$ cat src/rtl/ber_checker_mc.sv
// Multi-channel self-synchronising PRBS bit-error-rate checker with per-channel lock/resync FSM.
// Optional macro ERR_INJECT_EN adds i_inject to invert a channel's decided bit for self-test.
module ber_checker_mc #(
   parameter int N_CH       = 2,
   parameter int NB_INPUT   = 8,
   parameter int PRBS_ORDER = 9,
   parameter int N_PHASES   = 4,
   parameter int NB_PHASE   = 2,
   parameter int N_WIN      = 128,
   parameter int LOCK_THR   = 8,
   parameter int NB_CNT     = 64
) (
   input  logic                     clk,
   input  logic                     i_rstn,
   input  logic                     i_en,
   input  logic                     i_valid,
   input  logic [NB_PHASE-1:0]      i_phase_sel,
   input  logic [N_CH*NB_INPUT-1:0] i_data,
   input  logic                     i_clear,
`ifdef ERR_INJECT_EN
   input  logic [N_CH-1:0]          i_inject,
`endif
   output logic [N_CH-1:0]          o_lock,
   output logic [N_CH*NB_CNT-1:0]   o_samp_cnt,
   output logic [N_CH*NB_CNT-1:0]   o_err_cnt,
   output logic [N_CH*8-1:0]        o_resync_cnt,
   output logic                     o_ber_zero
);

   localparam int PRBS_TAP = (PRBS_ORDER == 7)  ? 6  :
                             (PRBS_ORDER == 9)  ? 5  :
                             (PRBS_ORDER == 15) ? 14 : 1;
   localparam int SEED_W   = $clog2(PRBS_ORDER);
   localparam int WIN_W    = $clog2(N_WIN);
   localparam int WERR_W   = $clog2(N_WIN + 1);

   if (PRBS_ORDER != 7 && PRBS_ORDER != 9 && PRBS_ORDER != 15) begin : g_bad_order
      $error("ber_checker_mc: PRBS_ORDER must be 7, 9 or 15");
   end

   typedef enum logic {
      ST_SEED  = 1'b0,
      ST_CHECK = 1'b1
   } state_t;

   logic [NB_PHASE-1:0] phase_q;
   logic                sym;
   logic [N_CH-1:0]     err_zero;
   logic                ber_zero_q;
   logic                unused_data;

   // Only the sample MSBs carry decisions; the remaining bits are folded into one sink.
   assign unused_data = ^i_data;

   assign sym = i_valid & i_en & (phase_q == i_phase_sel);

   always_ff @(posedge clk) begin
      if (!i_rstn) begin
         phase_q <= '0;
      end else if (i_en && i_valid) begin
         if (phase_q == NB_PHASE'(N_PHASES - 1)) begin
            phase_q <= '0;
         end else begin
            phase_q <= phase_q + NB_PHASE'(1);
         end
      end
   end

   for (genvar gi = 0; gi < N_CH; gi++) begin : g_ch
      state_t                state_q;
      logic [PRBS_ORDER-1:0] hist_q;
      logic [SEED_W-1:0]     seed_cnt_q;
      logic [WIN_W-1:0]      win_cnt_q;
      logic [WERR_W-1:0]     win_err_q;
      logic [NB_CNT-1:0]     samp_cnt_q;
      logic [NB_CNT-1:0]     err_cnt_q;
      logic [7:0]            resync_cnt_q;
      logic                  bit_dec;
      logic                  pred;
      logic                  is_err;
      logic [WERR_W-1:0]     win_err_d;
      logic [NB_CNT-1:0]     samp_cnt_d;
      logic [NB_CNT-1:0]     err_cnt_d;
      logic [7:0]            resync_cnt_d;

`ifdef ERR_INJECT_EN
      assign bit_dec = i_data[gi*NB_INPUT + NB_INPUT - 1] ^ i_inject[gi];
`else
      assign bit_dec = i_data[gi*NB_INPUT + NB_INPUT - 1];
`endif

      // Newest bit sits in hist_q[0], so hist_q[i] is the bit i+1 symbols back.
      assign pred         = hist_q[PRBS_ORDER-1] ^ hist_q[PRBS_TAP-1];
      assign is_err       = bit_dec ^ pred;
      assign win_err_d    = win_err_q + WERR_W'(is_err);
      assign samp_cnt_d   = (&samp_cnt_q)   ? samp_cnt_q   : samp_cnt_q + NB_CNT'(1);
      assign err_cnt_d    = (&err_cnt_q)    ? err_cnt_q    : err_cnt_q + NB_CNT'(1);
      assign resync_cnt_d = (&resync_cnt_q) ? resync_cnt_q : resync_cnt_q + 8'd1;

      always_ff @(posedge clk) begin
         if (!i_rstn) begin
            state_q      <= ST_SEED;
            hist_q       <= '0;
            seed_cnt_q   <= '0;
            win_cnt_q    <= '0;
            win_err_q    <= '0;
            samp_cnt_q   <= '0;
            err_cnt_q    <= '0;
            resync_cnt_q <= '0;
         end else if (i_en) begin
            if (sym) begin
               case (state_q)
                  ST_SEED: begin
                     hist_q <= {hist_q[PRBS_ORDER-2:0], bit_dec};
                     if (seed_cnt_q == SEED_W'(PRBS_ORDER - 1)) begin
                        state_q   <= ST_CHECK;
                        win_cnt_q <= '0;
                        win_err_q <= '0;
                     end else begin
                        seed_cnt_q <= seed_cnt_q + SEED_W'(1);
                     end
                  end
                  ST_CHECK: begin
                     // Feeding back the prediction keeps one bad symbol from echoing at the taps.
                     hist_q     <= {hist_q[PRBS_ORDER-2:0], pred};
                     samp_cnt_q <= samp_cnt_d;
                     if (is_err) begin
                        err_cnt_q <= err_cnt_d;
                     end
                     if (win_cnt_q == WIN_W'(N_WIN - 1)) begin
                        win_cnt_q <= '0;
                        win_err_q <= '0;
                        if (win_err_d > WERR_W'(LOCK_THR)) begin
                           state_q      <= ST_SEED;
                           seed_cnt_q   <= '0;
                           resync_cnt_q <= resync_cnt_d;
                        end
                     end else begin
                        win_cnt_q <= win_cnt_q + WIN_W'(1);
                        win_err_q <= win_err_d;
                     end
                  end
                  default: state_q <= ST_SEED;
               endcase
            end
            if (i_clear) begin
               samp_cnt_q   <= '0;
               err_cnt_q    <= '0;
               resync_cnt_q <= '0;
            end
         end
      end

      assign o_lock[gi]                         = (state_q == ST_CHECK);
      assign err_zero[gi]                       = (err_cnt_q == '0);
      assign o_samp_cnt[gi*NB_CNT +: NB_CNT]    = samp_cnt_q;
      assign o_err_cnt[gi*NB_CNT +: NB_CNT]     = err_cnt_q;
      assign o_resync_cnt[gi*8 +: 8]            = resync_cnt_q;
   end

   always_ff @(posedge clk) begin
      if (!i_rstn) begin
         ber_zero_q <= 1'b0;
      end else begin
         ber_zero_q <= (&o_lock) & (&err_zero);
      end
   end

   assign o_ber_zero = ber_zero_q;

endmodule
$ cat config.mk
export PLATFORM = sky130hd
export DESIGN_NAME = ber_checker_mc
export DESIGN_NICKNAME = d
export VERILOG_FILES = /design/src/rtl/ber_checker_mc.sv
export SDC_FILE = /design/constraint.sdc
export NUM_CORES = 1
export LEC_CHECK = 0
export BUFFER_PORTS_ARGS = -buffer_cell sky130_fd_sc_hd__buf_2
export CELL_PAD_IN_SITES_DETAIL_PLACEMENT = 1
export CELL_PAD_IN_SITES_GLOBAL_PLACEMENT = 2
export CORE_ASPECT_RATIO = 0.7
export CORE_MARGIN = 3
export CORE_UTILIZATION = 30
export CTS_CLUSTER_SIZE = 12
export DETAILED_ROUTE_END_ITERATION = 10
export HOLD_SLACK_MARGIN = 0.15
export PLACE_DENSITY_LB_ADDON = 0.1
export REMOVE_ABC_BUFFERS = 1
export SETUP_SLACK_MARGIN = 0.1
export SYNTH_ARGS = -nofsm -noshare
export SYNTH_HDL_FRONTEND = slang
export SYNTH_SLANG_ARGS = --single-unit
$ cat constraint.sdc
create_clock -name clk -period 3.25 [get_ports clk]
set_input_delay 0.975 -clock clk [delete_from_list [all_inputs] [get_ports clk]]
set_output_delay 0.975 -clock clk [all_outputs]
set_load 0.005 [all_outputs]
# Yosys cells after proc, flatten, opt, wreduce, memory -nomap -nowiden
# Index checks and enable logic that the tools add are counted.
[word_totals]
ff_bits = 333
output_inout_bits = 275
wordCells = 154
[op_classes]
add_sub_neg = 13
magnitude_cmp = 2
eq_ne = 20
mux = 61
n_bitwise = 9
reduce_logical = 31
[ops]
columns = ["op", "n"]
rows = [
  ["two-way mux 64 bit", 18],
  ["adder 64 x 1 -> 64 bit (second input constant)", 4],
  ["AND reduction 64 bit", 4],
  ["logical NOT 64 bit", 2],
  ["two-way mux 8 bit", 16],
  ["one-hot mux 9 bit (2 select lines)", 2],
  ["one-hot mux 8 bit (2 select lines)", 2],
  ["two-way mux 7 bit", 4],
  ["one-hot mux 7 bit (2 select lines)", 2],
  ["two-way mux 4 bit", 6],
  ["inequality test 2 bit (second input constant)", 10],
  ["AND reduction 5 bit", 4],
  ["nonzero test 2 bit", 9],
  ["adder 8 x 1 -> 8 bit", 2],
  ["adder 8 x 1 -> 8 bit (second input constant)", 2],
  ["> comparator 8 x 4 -> 1 bit (second input constant)", 2],
  ["one-hot mux 4 bit (2 select lines)", 2],
  ["AND reduction 8 bit", 2],
  ["adder 7 x 1 -> 7 bit (second input constant)", 2],
  ["equality test 7 bit (second input constant)", 2],
  ["AND reduction 6 bit", 2],
  ["adder 4 x 1 -> 4 bit (second input constant)", 2],
  ["equality test 4 bit (second input constant)", 2],
  ["inequality test 2 x 1 -> 1 bit (second input constant)", 4],
  ["other kinds (13)", 29],
]

# Depth between registers and ports, before layout
# Gate-level depths: netlist of run 1.
[depth]
ltp_word = 9
ltp_mapped = 10
mapped_depth_nobuf = 9

# Least setup slack after synthesis of run 1
# Ideal clock, no wire load.
[synth_path]
path_kind = "input-to-reg"
start = "input port i_data[7]"
end = "register g_ch[0].state_q"
arrival_time_ps = 3124
required_ps = 3170
setup_slack_ps = 46
cell_stages = 10
cell_sequence = "xor3_1 > ha_1 > ha_1 > xor2_1 > or3_1 > a211oi_1 > a2bb2oi_1 > clkbuf_1 > nor2_1 > nor3b_1"
[synth_via]
elab_chain_len = 6
[synth_lines]
columns = ["element", "line_no", "text"]
rows = [
  ["from (decl)", "18", "input logic [N_CH*NB_INPUT-1:0] i_data,"],
  ["bitwise XOR 1 bit", "94", "assign is_err = bit_dec ^ pred;"],
  ["adder 8 x 1 -> 8 bit", "95", "assign win_err_d = win_err_q + WERR_W'(is_err);"],
  ["> comparator 8 x 4 -> 1 bit", "133", "if (win_err_d > WERR_W'(LOCK_THR)) begin"],
  ["two-way mux 1 bit", "133", ""],
  ["two-way mux 1 bit", "130", "if (win_cnt_q == WIN_W'(N_WIN - 1)) begin"],
  ["one-hot mux 1 bit (2 select lines)", "112", "case (state_q)"],
  ["to (signal assigned)", "116", "state_q <= ST_CHECK;"],
  ["to (signal assigned)", "134", "state_q <= ST_SEED;"],
  ["to (signal assigned)", "143", "default: state_q <= ST_SEED;"],
  ["to (decl)", "70", "state_t state_q;"],
]
# No other way between the ends.
# A chain may end at the register's enable or synchronous reset.

# Worst setup path after layout of run 1
[layout_path]
start = "register g_ch[1].err_cnt_q[11]"
end = "register g_ch[1].err_cnt_q[52]"
[layout_via]
elab_chain_len = 6
word_cells_on_any_way = 9
classes_between = "add/sub (1); eq/ne (1); mux (5); reduce/logical (2)"
[layout_lines]
columns = ["element", "line_no", "text"]
rows = [
  ["from (decl)", "76", "logic [NB_CNT-1:0] err_cnt_q;"],
  ["from (signal assigned)", "128", "err_cnt_q <= err_cnt_d;"],
  ["adder 64 x 1 -> 64 bit", "97", "assign err_cnt_d = (&err_cnt_q) ? err_cnt_q : err_cnt_q + NB_CNT'(1);"],
  ["two-way mux 64 bit", "97", ""],
  ["two-way mux 64 bit", "127", "if (is_err) begin"],
  ["two-way mux 64 bit", "112", ""],
  ["two-way mux 64 bit", "111", "if (sym) begin"],
  ["two-way mux 64 bit", "146", "if (i_clear) begin"],
]
# Parallel ways exist; a longest one is shown, timed or not. The select of a mux whose other input is x is not followed.

==> results_dict.tcl, run 1 <==
set metrics [dict create \
    setup_viol 0 \
    io_buffer_count 283 \
    grt_max_degree 66 \
    crit_path_end_kind "register" \
    num_vias 18380 \
    clock-root-buffer "clkbuf_16" \
    seq_area_frac_synth_pct 37.90 \
    grt_pass1_vias 17830 \
    place_congestion 0.8294 \
    core_area_sq_um 57360 \
    final_common_cell "dfxtp_1" \
    postSynthCellCount 2172 \
    hold_viol 0 \
    cts.path.max_buffers 3 \
    p_per_area_nw_per_um2 408.5 \
    place_area_sq_um 20510 \
    antenna_found_initial 1 \
    synth_edf_count 0 \
    power_leakage_nw 7.752 \
    path_clk_slew_ps 60 \
    fp.dieH_microns 208.6 \
    finalWorstSetupSlack_ps 305.2 \
    crit_chain "nand4_4 -> or3_4 -> or4_4 -> or3_1 -> or4_1 -> a21oi_1" \
    drt-initial-drc-count 1033 \
    ir_worst_vdd_v 0.0003024 \
    max_slew.worst_pin.slew_ps 744.3 \
    rsz0062_at_grt "no" \
    fin_crit_ps 2945 \
    drive_above_1_share_pct 19.71 \
    dieWidth_microns 295.4 \
    cp-start-kind "register" \
    avgSynthCellArea_sq_um 8.098 \
    netlist-cell-type-count 77 \
    postCtsSetupBuffers 0 \
    required_ps 3730 \
    synth_ff_type "dfxtp_1" \
    ant_nets 0 \
    cpPeakStageDelay_ps 650 \
    hold_path_class "reg -> reg" \
    cpMaxStageDelayCell "or4_4" \
    overflow 0 \
    cts_tree "built" \
    layout_common_cells "dfxtp_1, buf_2, nand2_1, nor2_1, a21oi_1" \
    cts_max_level 2 \
    start_util_pct 30.66 \
    finClkSkew_ps 18.14 \
    final_area_sq_um 21780 \
    period_share_pct 90.61 \
    grt_pass1_wl_microns 108000 \
    status "finished clean" \
    critPathKind "reg -> reg" \
    synth_seq_cells 333 \
    cts_buffers 40 \
    syn_area_sq_um 17590 \
    cp_max_fo 9 \
    routed_via_density 5.625 \
    dp_hpwl_microns 51500 \
    io_pins 298 \
    power_w 0.008900 \
    wire_per_inst_microns 21.26 \
    clock_latency_ps 560 \
    fin_nets 2533 \
    async_flop_share_pct 0 \
    wl_microns 69480 \
    drv_cap 0 \
    drv_slew 0 \
    die-area_sq_um 61620 \
    fmax_ghz 0.3396 \
    post-place-ws_ps -206.2 \
    cts_sinks 333 \
    drc 0 \
    grt.total_usage_pct 21.92 \
    dr.pass1.iters 5 \
    fp-row-count 73 \
    arrival_ps 3430 \
    hold_ws_ps 451.7 \
    relSlewSlack_pct 49.92 \
    ys_warn_count 0 \
    area_growth_pct 23.85 \
]
[state kept, by name, summed over array words and instances (netlist names), 8 cells and up]
name,flops
g_ch.err_cnt_q,128
g_ch.hist_q,18
g_ch.resync_cnt_q,16
g_ch.samp_cnt_q,128
g_ch.seed_cnt_q,8
g_ch.win_cnt_q,14
g_ch.win_err_q,16
[layer usage]
metal,vias up,GRT usage [%],share of wire [%]
met5,-,0,0
met4,0,4.534,1.7
met3,74,3.846,4.5
met2,332,33.65,44
met1,9171,32.07,50
li1,8804,-,-
[Yosys cell counts (19+ instances only)]
master      n  share of area (%)
or3_1      79                2.8
o21ai_0   100                2.8
mux2i_1    27                1.5
nand3_1   130                3.7
inv_1      43               0.92
a21oi_1   137                3.9
o211ai_1   32                1.4
and2_1     21               0.75
nand4_1   100                3.6
nand2b_1   29                1.0
o31ai_1    62                2.6
nor3_1     43                1.2
or4_1      84                3.6
nand2_1   209                4.5
nor2_1    150                3.2
dfxtp_1   333                 38
a21boi_0   30                1.3
clkbuf_1  101                2.2
nor4_1     77                2.7
ha_1       19                1.4
xor2_1     60                3.0
xnor2_1    38                1.9
and3_1     43                1.5
and4_1     40                2.0
[logic make-up (layout without fill, tap and decap cells)]
logic type / count (synthesis) / count (layout) / share of synthesized area [%]
muxes: 29 / 29 / 1.665
buffers and inverters: 164 / 509 / 3.884
other: 0 / 1 / 0
DFF: 333 / 333 / 37.90
xor gates and xnor gates: 100 / 100 / 5.150
and+or+nand+nor: 1067 / 1067 / 33.33
adders and majority gates: 19 / 19 / 1.352
AOI/OAI and AO/OA: 460 / 460 / 16.72
[area by class of cell]
type	instances	area (sq um)
sequential	333	6668
clock inverter	7	60.06
multi-input combinational	1675	10290
tap	750	938.4
timing repair buffer	398	2467
antenna	1	2.502
fill	6892	35580
inverter	43	161.4
clock buffer	61	1201
[power breakdown]
part           switching [W]  total (W)  internal (W)
Sequential        0.00000775    0.00409       0.00409
Combinational       0.000235   0.000338      0.000103
Clock                0.00186    0.00447       0.00261
[critical path: cells and delay by family, from the launching register on]
kind / cells / cell delay (ps)
flip-flops: 1 / 530
AO/OA/AOI/OAI: 1 / 150
AND/OR/NAND/NOR: 5 / 2200
[per-stage QoR]
step | std cells | TNS (ps) | util, %
global placement | 3199 | -1593 | 35.76
global route | 3267 | 0 | 37.97
floorplan | 2051 | -387820 | -
CTS | 3267 | 0 | 37.96
detailed placement | 3199 | -2382 | 35.76
finish | 3268 | 0 | 37.98
[what timing repair did]
item                                    CTS  global route
endpoints found under the setup margin    0             3
hold buffers                              0             0
endpoints found under the hold margin     0             0
gates resized for setup                   0             2
[final timing paths]
check,slack [ps],from,end,depth (start not counted)
worst min register to register,450,g_ch[0].hist_q[0],g_ch[0].hist_q[1],2
worst min-delay path,450,g_ch[0].hist_q[0],g_ch[0].hist_q[1],2
worst max register to register,310,g_ch[1].err_cnt_q[11],g_ch[1].err_cnt_q[52],6
worst max-delay path,310,g_ch[1].err_cnt_q[11],g_ch[1].err_cnt_q[52],6
Power figures use the tool's default switching activity.
==> run 2, diff against run 1 <==
- BUFFER_PORTS_ARGS: -buffer_cell sky130_fd_sc_hd__buf_2 -> -buffer_cell sky130_fd_sc_hd__buf_4
==> results_dict.tcl, run 2 (synthesis gave the netlist of run 1 again) <==
set metrics [dict create \
    status "finished clean" \
    drc 0 \
    n_fill_cell 6802 \
    drive_above_1_share_pct 19.58 \
    cts_max_level 2 \
    cp_max_fo 9 \
    r2r_start "g_ch[1].err_cnt_q[10]" \
    required_ps 3730 \
    placed_cells 3201 \
    relSlewSlack_pct 25.86 \
    final_common_cell "buf_4" \
    fin_nets 2534 \
    crit_chain "nand4_4 -> or3_4 -> or4_4 -> or3_1 -> or4_1 -> a21oi_1" \
    seq_area_sq_um 6666 \
    num_vias 18380 \
    period_share_pct 92.50 \
    final_area_sq_um 22430 \
    ir_worst_vdd_v 0.0002323 \
    io_buffer_count 283 \
    io_pins 298 \
    rsz0062_at_grt "yes" \
    cts.path.max_buffers 3 \
    place_congestion 0.8461 \
    routed_via_density 5.625 \
    antenna_cells 0 \
    holdPathStages 2 \
    grt_max_degree 59 \
    dp_hpwl_microns 52120 \
    cpLargestDelayFamily "simple AND/OR/NAND/NOR gates" \
    hold_end "g_ch[0].hist_q[8]" \
    fp.dieH_microns 208.6 \
    clock-root-buffer "clkbuf_16" \
    place_area_sq_um 21190 \
    cts_hold_buf 0 \
    cpPeakStageDelay_ps 650 \
    layout_common_cells "buf_4, dfxtp_1, nand2_1, nor2_1, a21oi_1" \
    r2r_cells 6 \
    overflow 0 \
    p_per_area_nw_per_um2 392.0 \
    critPathKind "reg -> reg" \
    wl_microns 69910 \
    die-area_sq_um 61620 \
    holdCritStartpoint "g_ch[0].hist_q[7]" \
    dieWidth_microns 295.4 \
    core_area_sq_um 57360 \
    drv_cap 0 \
    fin_crit_ps 3006 \
    grt_pass1_vias 18110 \
    fp-row-count 73 \
    power_leakage_nw 7.692 \
    cts_sinks 333 \
    reg2reg_to "g_ch[1].err_cnt_q[52]" \
    drv_slew 0 \
    wire_per_inst_microns 21.39 \
    post-place-ws_ps -181.1 \
    cpMaxStageDelayCell "or4_4" \
    setup_viol 0 \
    critPathBufInv 0 \
    cts_buffers 39 \
    start_util_pct 30.66 \
    cp-start-kind "register" \
    grt.total_usage_pct 22.00 \
    arrival_ps 3480 \
    stdcell_count 3268 \
    power_w 0.008791 \
    fin_util_pct 39.10 \
    finalWorstSetupSlack_ps 243.7 \
    path_clk_slew_ps 60 \
    hold_viol 0 \
    r2r_setup_slack_ps 240 \
    finClkSkew_ps 16.83 \
    ant_nets 0 \
    cts_tree "built" \
    antenna_found_initial 3 \
    dr.pass1.iters 5 \
    drt-initial-drc-count 990 \
    crit_path_end_kind "register" \
    reg_top3 "g_ch.err_cnt_q (128), g_ch.samp_cnt_q (128), g_ch.hist_q (18)" \
    multi_input_area_sq_um 10290 \
    area_growth_pct 27.50 \
    crit_cells 6 \
    max_slew.worst_pin.slew_ps 1098 \
    clock_latency_ps 550 \
    grt_pass1_wl_microns 108500 \
    hold_path_class "reg -> reg" \
    fmax_ghz 0.3326 \
]
run 2: changes by cell type in the layout (fill, tap and decap cells not counted):
cell,change
buf_2,-283
clkinv_2,-1
dfxtp_2,-1
dfxtp_1,+1
buf_4,+288
diode_2,-1
nor4_1,+1
nor4_2,-1
clkbuf_8,-4
clkbuf_1,+3
buf_12,-3
clkinv_4,+1
a2bb2oi_2,+1
a2bb2oi_1,-1
run 2: worst max path at each step:
| stage | start | to | slack [ps] |
|---|---|---|---|
| floorplan | i_en | g_ch[0].err_cnt_q[4] | -2060 |
| global placement | i_data[7] | g_ch[0].resync_cnt_q[3] | -180 |
| detailed placement | i_data[7] | g_ch[0].resync_cnt_q[5] | -180 |
| CTS | g_ch[1].err_cnt_q[10] | g_ch[1].err_cnt_q[52] | 240 |
| global route | g_ch[1].err_cnt_q[1] | g_ch[1].err_cnt_q[46] | 90 |
| finish | g_ch[1].err_cnt_q[10] | g_ch[1].err_cnt_q[52] | 240 |
run 2: area by class of cell:
type,instances,area share (%)
Multi-Input combinational cell,1675,45.87
Sequential cell,333,29.73
Timing Repair Buffer,400,14.06
Clock buffer,60,5.161
Tap cell,750,4.184
Inverter,43,0.7197
Clock inverter,7,0.2845
run 2: through the flow:
step | setup TNS (ps) | hold slack (ps)
after global routing | 0 | 490.5
after floorplan | -387820 | 441.0
final | 0 | 464.6
after detailed placement | -1894 | 462.9
after CTS | 0 | 468.3
after global placement | -1526 | 449.9
run 2: where the power goes:
| group | switching, W | internal [W] | leakage, nW |
|---|---|---|---|
| Sequential | 0.00000701 | 0.00409 | 2.68 |
| Combinational | 0.000240 | 0.000106 | 4.41 |
| Clock | 0.00183 | 0.00252 | 0.602 |
| Total | 0.00208 | 0.00672 | 7.69 |
run 2: routing by layer:
metal	up-vias	part of all wire, %	global-route usage (%)
li1	8823	-	-
met1	9176	50	31.74
met2	285	43	33.31
met3	95	4.5	4.346
met4	2	2.4	5.885
met5	-	0.016	0
run 2: repair_timing:
action / CTS / global route
hold endpoints to repair: 0 / 0
setup endpoints to repair: 0 / 9
setup buffers: 0 / 0
gates resized for setup: 0 / 2
run 2: worst reg2reg max path: cells and delay by family (launching register included):
family	cells	cell delay, ps
and+or+nand+nor	5	2230
AOI/OAI and AO/OA	1	140
DFF	1	550
==> run 3, diff against run 2 <==
- PLACE_DENSITY: default -> 0.73
- PLACE_DENSITY_LB_ADDON: 0.1 -> default
==> results_dict.tcl, run 3 (synthesis gave the netlist of run 1 again) <==
set metrics [dict create \
    setup_viol 0 \
    clock-root-buffer "clkbuf_16" \
    hold_viol 0 \
    max_slew.worst_pin.slew_ps 925.3 \
    p_per_area_nw_per_um2 397.8 \
    postCtsSetupBuffers 0 \
    reg_top3 "g_ch.err_cnt_q (128), g_ch.samp_cnt_q (128), g_ch.hist_q (18)" \
    grt_pass1_wl_microns 110200 \
    drv_cap 0 \
    final_common_cell "buf_4" \
    critPathKind "reg -> reg" \
    cts_tree "built" \
    placed_cells 3205 \
    place_congestion 0.8707 \
    die-area_sq_um 61620 \
    ant_nets 0 \
    required_ps 3740 \
    drc 0 \
    core_area_sq_um 57360 \
    drv_slew 0 \
    ir_worst_vdd_v 0.0002567 \
    area_growth_pct 27.79 \
    cts_sinks 333 \
    io_pins 298 \
    fp-row-count 73 \
    grt.total_usage_pct 22.25 \
    cts.path.max_buffers 3 \
    grt_max_degree 58 \
    cts_buffers 39 \
    power_leakage_nw 7.723 \
    fin_crit_ps 2922 \
    status "finished clean" \
    routed_via_density 5.671 \
    crit_path_end_kind "register" \
    fp.dieH_microns 208.6 \
    num_vias 18560 \
    io_buffer_count 283 \
    finClkSkew_ps 28.41 \
    r2r_setup_slack_ps 330 \
    cp-start-kind "register" \
    dp_hpwl_microns 52430 \
    dieWidth_microns 295.4 \
    overflow 0 \
    arrival_ps 3410 \
    fmax_ghz 0.3422 \
    relSlewSlack_pct 37.75 \
    start_util_pct 30.66 \
    cts_hold_buf 0 \
    cp_max_fo 7 \
    cts_max_level 2 \
    stdcell_count 3272 \
    fin_nets 2539 \
    drt-initial-drc-count 939 \
    drive_above_1_share_pct 19.75 \
    hold_ws_ps 466.7 \
    rsz0062_at_grt "no" \
    dr.pass1.iters 5 \
    path_clk_slew_ps 60 \
    wire_per_inst_microns 21.58 \
    layout_common_cells "buf_4, dfxtp_1, nand2_1, nor2_1, a21oi_1" \
    fin_util_pct 39.19 \
    clock_latency_ps 560 \
    antenna_cells 0 \
    grt_pass1_vias 18660 \
    period_share_pct 89.91 \
    cts_resized 0 \
    hold_path_class "reg -> reg" \
    antenna_found_initial 0 \
    wl_microns 70600 \
]
## run 3: through the flow
| stage | setup TNS (ps) | total power [W] | area [sq um] | setup WS (ps) |
|---|---|---|---|---|
| after floorplan | -387820 | 0.004327 | 17070 | -2064 |
| after global placement | -1322 | 0.004519 | 21210 | -154.4 |
| after detailed placement | -1512 | 0.004526 | 21210 | -145.6 |
| after CTS | 0 | 0.009097 | 22470 | 320.3 |
| after global routing | 0 | 0.009272 | 22480 | 157.9 |
| final | 0 | 0.008942 | 22480 | 327.9 |
## run 3: metal layers
metal	track usage, %	vias up	share of wire [%]
met5	0	-	0
met4	5.047	0	2.0
met3	3.581	79	4.6
met2	34.60	300	44
met1	32.23	9369	49
li1	-	8809	-
## run 3: power by group
part	switching [W]	internal, W	total, W
Combinational	0.000236	0.000102	0.000337
Sequential	0.00000851	0.00409	0.00410
Clock	0.00185	0.00266	0.00451
Total	0.00209	0.00685	0.00894
## run 3: final cells by class
type | instances | area, sq um
clock inverters | 11 | 162.7
repair buffers | 405 | 3178
inverters | 43 | 161.4
multi-input cells | 1675 | 10270
well taps | 750 | 938.4
flip-flops and latches | 333 | 6666
clock buffers | 55 | 1096
fillers | 6802 | 34880
## run 3: path summary, 6_finish.rpt
path                         startpoint                     to  depth (start not counted)
hold reg to reg       g_ch[0].hist_q[1]      g_ch[0].hist_q[1]                          2
setup / recovery  g_ch[1].err_cnt_q[12]  g_ch[1].err_cnt_q[56]                          6
hold / removal        g_ch[0].hist_q[1]      g_ch[0].hist_q[1]                          2
setup reg to reg  g_ch[1].err_cnt_q[12]  g_ch[1].err_cnt_q[56]                          6
## run 3: critical path, cell delays in order (launching register included)
cell,delay (ps)
dfxtp_1,500
nand4_4,190
or3_4,460
or4_4,610
or3_1,500
or4_1,460
a21oi_1,150
